**src/rtl/pwm_oc_break_ctrl.sv**
```systemverilog
// PWM output-control and break stage: applies pin polarity, gates the deadtime pair
// through a main-output-enable FSM, and forces idle levels on a filtered break input.
module pwm_oc_break_ctrl #(
  parameter int FILTER_W = 4
) (
  input  logic                clk_psc_i,
  input  logic                rst_n_i,
  input  logic                update_event_i,
  input  logic                pwm_high_i,
  input  logic                pwm_low_i,
  input  logic                break_i,
  input  logic                bke_i,
  input  logic                bkp_i,
  input  logic [FILTER_W-1:0] bkf_i,
  input  logic                aoe_i,
  input  logic                moe_set_i,
  input  logic                moe_clr_i,
  input  logic                ccp_i,
  input  logic                ccnp_i,
  input  logic                ois_i,
  input  logic                oisn_i,
  input  logic                bif_clr_i,
  output logic                pwm_p_o,
  output logic                pwm_n_o,
  output logic                moe_o,
  output logic                break_active_o,
  output logic                break_flag_o
);

  typedef enum logic [1:0] {
    ST_IDLE  = 2'd0,
    ST_RUN   = 2'd1,
    ST_BREAK = 2'd2
  } state_t;

  logic                r_sync1;
  logic                r_sync2;
  logic                w_brk_lvl;
  logic [FILTER_W-1:0] r_cnt;
  logic                w_brk_det;
  state_t              r_state;
  state_t              w_next;
  logic                r_pwm_p;
  logic                r_pwm_n;
  logic                r_flag;

  // break_i is asynchronous to clk_psc_i; two flops before any logic sees it.
  // NOTE: non-blocking assignments so every flop samples the pre-edge values.
  always_ff @(posedge clk_psc_i or negedge rst_n_i) begin
    if (!rst_n_i) begin
      r_sync1 <= 1'b0;
      r_sync2 <= 1'b0;
    end else begin
      r_sync1 <= break_i;
      r_sync2 <= r_sync1;
    end
  end

  assign w_brk_lvl = bkp_i ? r_sync2 : ~r_sync2;

  // Saturating filter; clamping to bkf_i (rather than holding) lets a lowered
  // filter length take effect on the very next edge without ever wrapping.
  always_ff @(posedge clk_psc_i or negedge rst_n_i) begin
    if (!rst_n_i) begin
      r_cnt <= '0;
    end else if (!w_brk_lvl) begin
      r_cnt <= '0;
    end else if (r_cnt < bkf_i) begin
      r_cnt <= r_cnt + 1'b1;
    end else begin
      r_cnt <= bkf_i;
    end
  end

  assign w_brk_det = bke_i & w_brk_lvl & (r_cnt == bkf_i);

  // Priority everywhere is break > clear > set.
  always_comb begin
    // NOTE: default first so every path assigns w_next and no latch is inferred.
    w_next = r_state;
    unique case (r_state)
      ST_IDLE: begin
        if (w_brk_det)      w_next = ST_BREAK;
        else if (moe_set_i) w_next = ST_RUN;
      end
      ST_RUN: begin
        if (w_brk_det)      w_next = ST_BREAK;
        else if (moe_clr_i) w_next = ST_IDLE;
      end
      ST_BREAK: begin
        if (!w_brk_det) begin
          if (moe_set_i)                   w_next = ST_RUN;
          else if (aoe_i && update_event_i) w_next = ST_RUN;
          else if (!aoe_i)                 w_next = ST_IDLE;
        end
      end
      default: w_next = ST_IDLE;
    endcase
  end

  // Pins are registered from the next state so they change on the same edge as the FSM.
  always_ff @(posedge clk_psc_i or negedge rst_n_i) begin
    if (!rst_n_i) begin
      r_state <= ST_IDLE;
      r_pwm_p <= 1'b0;
      r_pwm_n <= 1'b0;
      r_flag  <= 1'b0;
    end else begin
      r_state <= w_next;
      if (w_next == ST_RUN) begin
        r_pwm_p <= pwm_high_i ^ ccp_i;
        r_pwm_n <= pwm_low_i ^ ccnp_i;
      end else begin
        r_pwm_p <= ois_i;
        r_pwm_n <= oisn_i;
      end
      if (w_brk_det)      r_flag <= 1'b1;
      else if (bif_clr_i) r_flag <= 1'b0;
    end
  end

  assign pwm_p_o        = r_pwm_p;
  assign pwm_n_o        = r_pwm_n;
  assign moe_o          = (r_state == ST_RUN);
  assign break_active_o = (r_state == ST_BREAK);
  assign break_flag_o   = r_flag;

endmodule

```
**config.mk**
```make
export PLATFORM = sky130hd
export DESIGN_NAME = pwm_oc_break_ctrl
export DESIGN_NICKNAME = d
export VERILOG_FILES = /design/src/rtl/pwm_oc_break_ctrl.sv
export SDC_FILE = /design/constraint.sdc
export NUM_CORES = 1
export LEC_CHECK = 0
export CAP_MARGIN = 20
export CORE_UTILIZATION = 44
export DETAILED_ROUTE_END_ITERATION = 12
export HOLD_SLACK_MARGIN = 0.12
export PLACE_DENSITY = 0.82
export SETUP_SLACK_MARGIN = 0.2
export SLEW_MARGIN = 20
export SYNTH_ARGS = -nofsm -noshare
export SYNTH_HDL_FRONTEND = slang
export SYNTH_SLANG_ARGS = --single-unit
```
**constraint.sdc**
```tcl
create_clock -name clk_psc_i -period 3.9 [get_ports clk_psc_i]
set_clock_uncertainty 0.15 [all_clocks]
set_input_delay 0.78 -clock clk_psc_i [delete_from_list [all_inputs] [get_ports clk_psc_i]]
set_output_delay 0.78 -clock clk_psc_i [all_outputs]
set_load 0.01 [all_outputs]
```
# After elaboration in Yosys (flattened, before gate mapping)
# Index checks and enable logic that the tools add are counted.
# Widths: inputs -> output; s select.
[word_totals] register_bits=11 inputBits=20 output_inout_bits=5
[classes] mux=16 reduce_logical=3 n_eq_ne=4 addsub=1 bitwise=5 order_cmp=1
[ops] cell="$mux 2" n=8
[ops] cell="$mux 4" n=2
[ops] cell="$pmux 2 s3" n=1
[ops] cell="$mux 1" n=5
[ops] cell="$add 4x1->4 const B" n=1
[ops] cell="$eq 2x1->1 const B" n=2
[ops] cell="$eq 4x4->1" n=1
[ops] cell="$lt 4x4->1" n=1
[ops] cell="$and 1x1->1" n=2
[ops] cell="$eq 2x2->1 const B" n=1
[ops] cell="$logic_not 2->1" n=1
[ops] cell="$reduce_bool 2->1" n=1
[ops] cell="$xor 1x1->1" n=2
[ops] cell="$logic_and 1x1->1" n=1
[ops] cell="$not 1->1" n=1

# Depth between registers and ports, before layout
# Gate-level depths: netlist (run 1).
[depth] ltp_word=8 mapped_depth=6

# Worst setup path before layout (run 1)
# Ideal clock, no wire load.
[synth_path] path_kind="input-to-reg" startpoint="in bkf_i[3]" endpoint="reg r_pwm_n (netlist: pwm_n_o)" setup_ns=0.125 path_buffers=0 required_ns=3.625 arrival_ns=1.924 path_stages=6 setup_slack_ns=1.701 path_cell_list="inv_1 ha_1 nand3_1 or3_4 nand3_4 mux2_4"
[synth_between] elab_chain_len=6
[synth_lines] element="from (decl)" line="14" source="input logic [FILTER_W-1:0] bkf_i,"
[synth_lines] element="$eq 4x4->1 (*)" line="75" source="assign w_brk_det = bke_i & w_brk_lvl & (r_cnt == bkf_i);"
[synth_lines] element="$and 1x1->1 (*)" line="75"
[synth_lines] element="$mux 2, on equally long branches" line="91, 83, 87"
[synth_lines] element="$pmux 2 s3 (*)" line="81" source="unique case (r_state)"
[synth_lines] element="$eq 2x1->1 (*)" line="110" source="if (w_next == ST_RUN) begin"
[synth_lines] element="$mux 1 (*)" line="110"
[synth_lines] element="to (signal assigned)" line="112" source="r_pwm_n <= pwm_low_i ^ ccnp_i;"
[synth_lines] element="to (signal assigned)" line="115" source="r_pwm_n <= oisn_i;"
[synth_lines] element="to (decl)" line="44" source="logic r_pwm_n;"
# Every way passes the cells marked *; elsewhere a longest branch is shown, timed or not.
# A chain may end at the register's enable or synchronous reset.

# Worst setup path after layout (run 1)
[layout_path] startpoint="in bkf_i[3]" endpoint="reg r_pwm_p (netlist: pwm_p_o)"
[layout_between] elab_chain_len=6
[layout_lines] element="$eq 4x4->1 (*)" line="75"
[layout_lines] element="$and 1x1->1 (*)" line="75"
[layout_lines] element="$mux 2, on equally long branches" line="91, 83, 87"
[layout_lines] element="$pmux 2 s3 (*)" line="81"
[layout_lines] element="$eq 2x1->1 (*)" line="110"
[layout_lines] element="$mux 1 (*)" line="110"
[layout_lines] element="to (signal assigned)" line="111" source="r_pwm_p <= pwm_high_i ^ ccp_i;"
[layout_lines] element="to (signal assigned)" line="114" source="r_pwm_p <= ois_i;"
[layout_lines] element="to (decl)" line="43" source="logic r_pwm_p;"
# Marked as above.

==> results of run 1 <==
[area by class of cell]
type | count | area (um2)
Fill cell | 100 | 392
Multi-Input combinational cell | 35 | 303
Sequential cell | 11 | 275
Timing Repair Buffer | 24 | 240
Inverter | 8 | 30.0
Clock buffer | 4 | 26.3
Tap cell | 15 | 18.8
[metrics by stage]
stage | utilization (%) | setup WS (ps) | instances | hold slack, ps
2_1_floorplan | - | 1700 | 54 | 181
3_3_place_gp | 67.5 | 1160 | 93 | 183
3_5_place_dp | 67.5 | 1130 | 93 | 191
4_1_cts | 69.5 | 1400 | 97 | 206
5_1_grt | 69.5 | 1340 | 97 | 215
6_report | 69.5 | 1400 | 97 | 213
[sequential cells by signal (all words and copies together), names as in the netlist]
register,flops
r_cnt,4
r_state,2
break_flag_o,1
pwm_n_o,1
pwm_p_o,1
r_sync1,1
r_sync2,1
[critical path, delay by kind of cell]
family | cells | cell delay [ps]
buffers and inverters | 2 | 530
adder cells (fa/ha/maj) | 1 | 290
multiplexers | 1 | 300
AND/OR/NAND/NOR | 3 | 600
[worst paths after layout]
path,from,to
setup / recovery,bkf_i[3],pwm_p_o
setup reg to reg,r_cnt[2],pwm_p_o
hold / removal,r_sync1,r_sync2
min in group asynchronous,rst_n_i,pwm_n_o
hold reg to reg,r_sync1,r_sync2
max in group asynchronous,rst_n_i,break_flag_o
[power by group]
| group | switching (uW) | internal [uW] | leakage [uW] |
|---|---|---|---|
| sequential | 21.5 | 142 | 0.000138 |
| clock | 36.2 | 39.5 | 0.0000150 |
| combinational | 73.3 | 98.2 | 0.000267 |
[routing by layer]
metal	wire length [um]	global-route usage, %	part of all wire, %	vias up
li1	-	-	-	241
met1	470	19.7	42	220
met2	577	31.3	51	18
met3	68	3.47	6.0	2
met4	8	10.3	0.71	0
met5	0	0	0	-
[cell families (layout without fill, tap and decap cells)]
family          Yosys count  in the layout  share of synthesized area [%]
flops                    11             11                           45.3
compound gates            8              8                           9.88
xor+xnor                  5              5                           8.44
simple gates             13             13                           13.0
fa+ha+maj                 5              5                           10.3
mux                       4              4                           8.23
buf+inv                   8             36                           4.94
[synth_stat cells, drive strengths merged]
cell type and instances:
xor2 4, a211oi 2, a311o 1, o221a 1, nor2 5, inv 8, nor2b 2, mux2 2
a22oi 1, xnor2 1, nand3 4, nand2 1, ha 5, mux2i 2, dfrtp 11, or3 1
o21ai 2, a21oi 1
==> results.txt, run 1 <==
Final hold violations = 0
Yosys warnings = 0
# Post-CTS Setup Buffers = 0
Starting utilization of the core area = 47.3%
First-pass GRT wire length = 1790 um
Unique cell type count in the Yosys netlist = 20
Least-Margin Pin Slew = 491 ps
Synth area leader = dfrtp_1
Max FO, Critical Path = 3
Pre-antenna DRT Iters = 3
Total Power = 410 uW
Synth top area cells = dfrtp_1 45%, ha_1 10%, inv_1 4.9%, mux2_4 4.9%, xor2_1 4.3%
Required time worst endpoint = 3900 ps
Worst skew pair latency = 260 ps
CTS Buf Count = 3
RSZ-0062 raised after global routing = false
Max incr delay on CP = 480 ps
Status = finished, final reports clean
Max-Cap Viols = 0
Maximum vdd drop = 0.275 mV
Vias in the first global route = 465
DRT iter0 DRCs = 4
GRT Overall Usage = 17.9%
Grt ovf = 0
Register-to-Register Path Depth = 5
Worst EP arrival = 2500 ps
Net Count, Synth = 79
Syn-to-layout area delta = 46.9%
Nature of the critical path startpoint = primary input
N_diodes = 0
Final Cell Area = 893 um2
Hold_buf cts = 0
Post-synthesis sequential area ratio = 45.3%
Reg clk slew, reported paths = 70 ps
Avg Inst Size Synth = 11.3 um2
Clock Path Buffers = 2
Gates resized, CTS repair = 0
Clk sink count = 11
Clock tree from TritonCTS = built
Routed Antenna Nets = 0
Layout cells sized above 1 = 12.2%
Fin Setup TNS = 0 ps
Largest net degree at the start of global routing = 12
CP Cell Sequence = clkdlybuf4s50_1, inv_1, ha_1, nand3_1, or3_4, nand3_4, mux2_4
Rows = 13
Hold Crit Class = reg -> reg
Leak = 0.000420 uW
Max-slew headroom = 67.2%
Buffers on Ports = 24
Via count = 481
Die Y = 39.2 um
Reg2Reg Setup Slack = 2030 ps
Crit share post-route = 64.0%
Area share of the largest cell type after synthesis = 45.3%
Yosys reg bits = 11
Final Max Tran Viols = 0
PwrDens = 459 mW/mm2
Final nets = 108
Drc violations = 0
Worst hold stages = 0
Most common cell after layout, fill and taps aside = clkdlybuf4s50_1
HPWL after DPL = 938 um
CTS H-tree lvls = 1
Max frequency = 0.400 GHz
Crit path max-delay cell type = clkdlybuf4s50_1
DIE AREA = 0.00153 mm2
Core footprint = 0.00128 mm2
Syn Std Cell Area = 608 um2
CTS Root Cell = clkbuf_4
Vias per cell = 4.96
Final setup viols = 0
Min cycle time layout = 2500 ps
Final Routed Wirelength = 1130 um
Io pins = 25
Final GP Congestion = 0.675
Synth Instances = 54
Placed Area = 867 um2
Crit Path Category = in -> reg
Avg WL per Cell = 11.6 um
Initial antenna violation count = 0
CP endpoint kind = register
Commonest cells after routing, fill and taps aside = 24 x clkdlybuf4s50_1, 11 x dfrtp_1, 8 x inv_1, 5 x nor2_1, 5 x ha_1
Die X = 39.2 um
No activity file was read; power rests on OpenSTA's default activity.
==> run 2: changes to the inputs <==
Settings changed: CORE_UTILIZATION 44 to 40, PLACE_DENSITY 0.82 to 0.75.
Clock period 3.9 ns to 2.35 ns, I/O delays scaled along.
==> run 2 against run 1 <==
Effect of this change: die area increased by 9.5%; hold slack worse by 3.7 ps; largest power group unchanged; worst setup slack got worse by 1000 ps; sequential share of layout area shrank 2.3 points; critical path type unchanged; non-clock buffer count grew 4; clock power rose by 61%.
==> results.txt, run 2 (synthesis gave the netlist of run 1 again) <==
Drc violations = 0
Rows = 13
Required time worst endpoint = 2340 ps
Crit path max-delay cell type = clkdlybuf4s50_1
Io pins = 25
Vias per cell = 4.89
Die Y = 41.0 um
Grt ovf = 0
Regs by FF count = r_cnt (4), r_state (2)
Final hold violations = 0
Maximum vdd drop = 0.397 mV
Worst hold start = r_sync1
Min cycle time layout = 1990 ps
Max FO, Critical Path = 3
Final Cell Area = 966 um2
Met3 Usage GRT = 3.26%
Clk sink count = 11
Max frequency = 0.501 GHz
GRT Overall Usage = 17.4%
RSZ-0062 raised after global routing = false
Least-Margin Pin Slew = 495 ps
CTS Buf Count = 3
Hold EP = r_sync2
Reg2Reg Setup Slack = 510 ps
Layout cells sized above 1 = 23.3%
N_diodes = 0
Via count = 494
Pre-antenna DRT Iters = 2
Crit Path Category = in -> reg
Routed Antenna Nets = 0
Die X = 41.0 um
Status = finished, final reports clean
Core footprint = 0.00135 mm2
Hold_buf cts = 0
CTS H-tree lvls = 1
Final GP Congestion = 0.666
CP Cell Sequence = clkdlybuf4s50_1, ha_1, nand2_1, or3_4, nand3_4, mux2_4
Vias in the first global route = 478
Commonest cells after routing, fill and taps aside = 21 x clkdlybuf4s50_1, 11 x dfrtp_1, 6 x inv_1, 5 x nor2_1, 4 x buf_4
Clock Path Buffers = 2
Largest net degree at the start of global routing = 12
Total Power = 728 uW
Crit share post-route = 84.9%
Max-slew headroom = 66.9%
Buffers on Ports = 24
Grt met2 use = 36.7%
HPWL after DPL = 1030 um
Placed Area = 897 um2
# Post-CTS Setup Buffers = 0
Worst hold stages = 0
CTS Root Cell = clkbuf_4
Reg clk slew, reported paths = 60 ps
Register-to-Register Path Depth = 5
Hold Crit Class = reg -> reg
First-pass GRT wire length = 1820 um
GR peak layer = met2
Worst EP arrival = 1990 ps
Fin Setup TNS = 0 ps
DIE AREA = 0.00168 mm2
Most common cell after layout, fill and taps aside = clkdlybuf4s50_1
Nature of the critical path startpoint = primary input
Largest Register = r_cnt
Leak = 0.000464 uW
DRT iter0 DRCs = 2
FF-to-FF End = pwm_p_o
Worst r2r src = r_cnt[2]
Max-Cap Viols = 0
Max incr delay on CP = 440 ps
Final setup viols = 0
Initial antenna violation count = 0
CP endpoint kind = register
PwrDens = 754 mW/mm2
Starting utilization of the core area = 45.0%
Clock tree from TritonCTS = built
Avg WL per Cell = 11.8 um
Syn-to-layout area delta = 58.8%
Final Routed Wirelength = 1190 um
Worst skew pair latency = 260 ps
Final Max Tran Viols = 0
Max FFs per register = 4
Met1 usage = 14.7%
Final nets = 112
## run 2: worst max-delay path: cells and delay by family
kind,cells,cell delay [ps]
fa+ha+maj,1,300
simple gates,3,480
mux,1,300
buf+inv,1,440
## run 2: layer usage
layer	share of wire [%]	wire length, um
met4	0	0
met3	4.0	47
met5	0	0
met1	38	449
met2	58	691
## run 2: area by class of cell
type / instances / area, um2
tap: 15 / 18.8
inverter: 8 / 30.0
fill: 111 / 384
sequential: 11 / 275
timing repair buffer: 28 / 278
multi-input combinational: 35 / 338
clock buffer: 4 / 26.3
## run 2: timing repair
action | CTS | global route
pin swaps | 1 | 2
gates resized for setup | 2 | 7
endpoints found under the setup margin | 3 | 5
gates cloned | 0 | 0
## run 2: per-stage QoR
stage	hold slack (ps)	instances	setup slack, ps	utilization, %
2_1_floorplan	24.4	54	461	-
3_3_place_gp	183	97	-77.0	66.5
3_5_place_dp	197	97	-122	66.5
4_1_cts	212	101	210	69.7
5_1_grt	230	101	317	71.5
6_report	209	101	356	71.5
## run 2: worst max path at each step
stage / startpoint / slack (ps) / end
3_3_place_gp: bkf_i[3] / -80 / pwm_n_o
6_report: bkf_i[0] / 360 / pwm_p_o
4_1_cts: bkf_i[3] / 210 / pwm_p_o
5_1_grt: r_state[1] / 320 / break_active_o
2_1_floorplan: bkf_i[3] / 460 / pwm_n_o
3_5_place_dp: bkf_i[2] / -120 / pwm_p_o
## run 2: power by group
part	switching, uW	internal, uW
clock	56.7	65.5
sequential	41.9	235
combinational	137	193
total	235	493
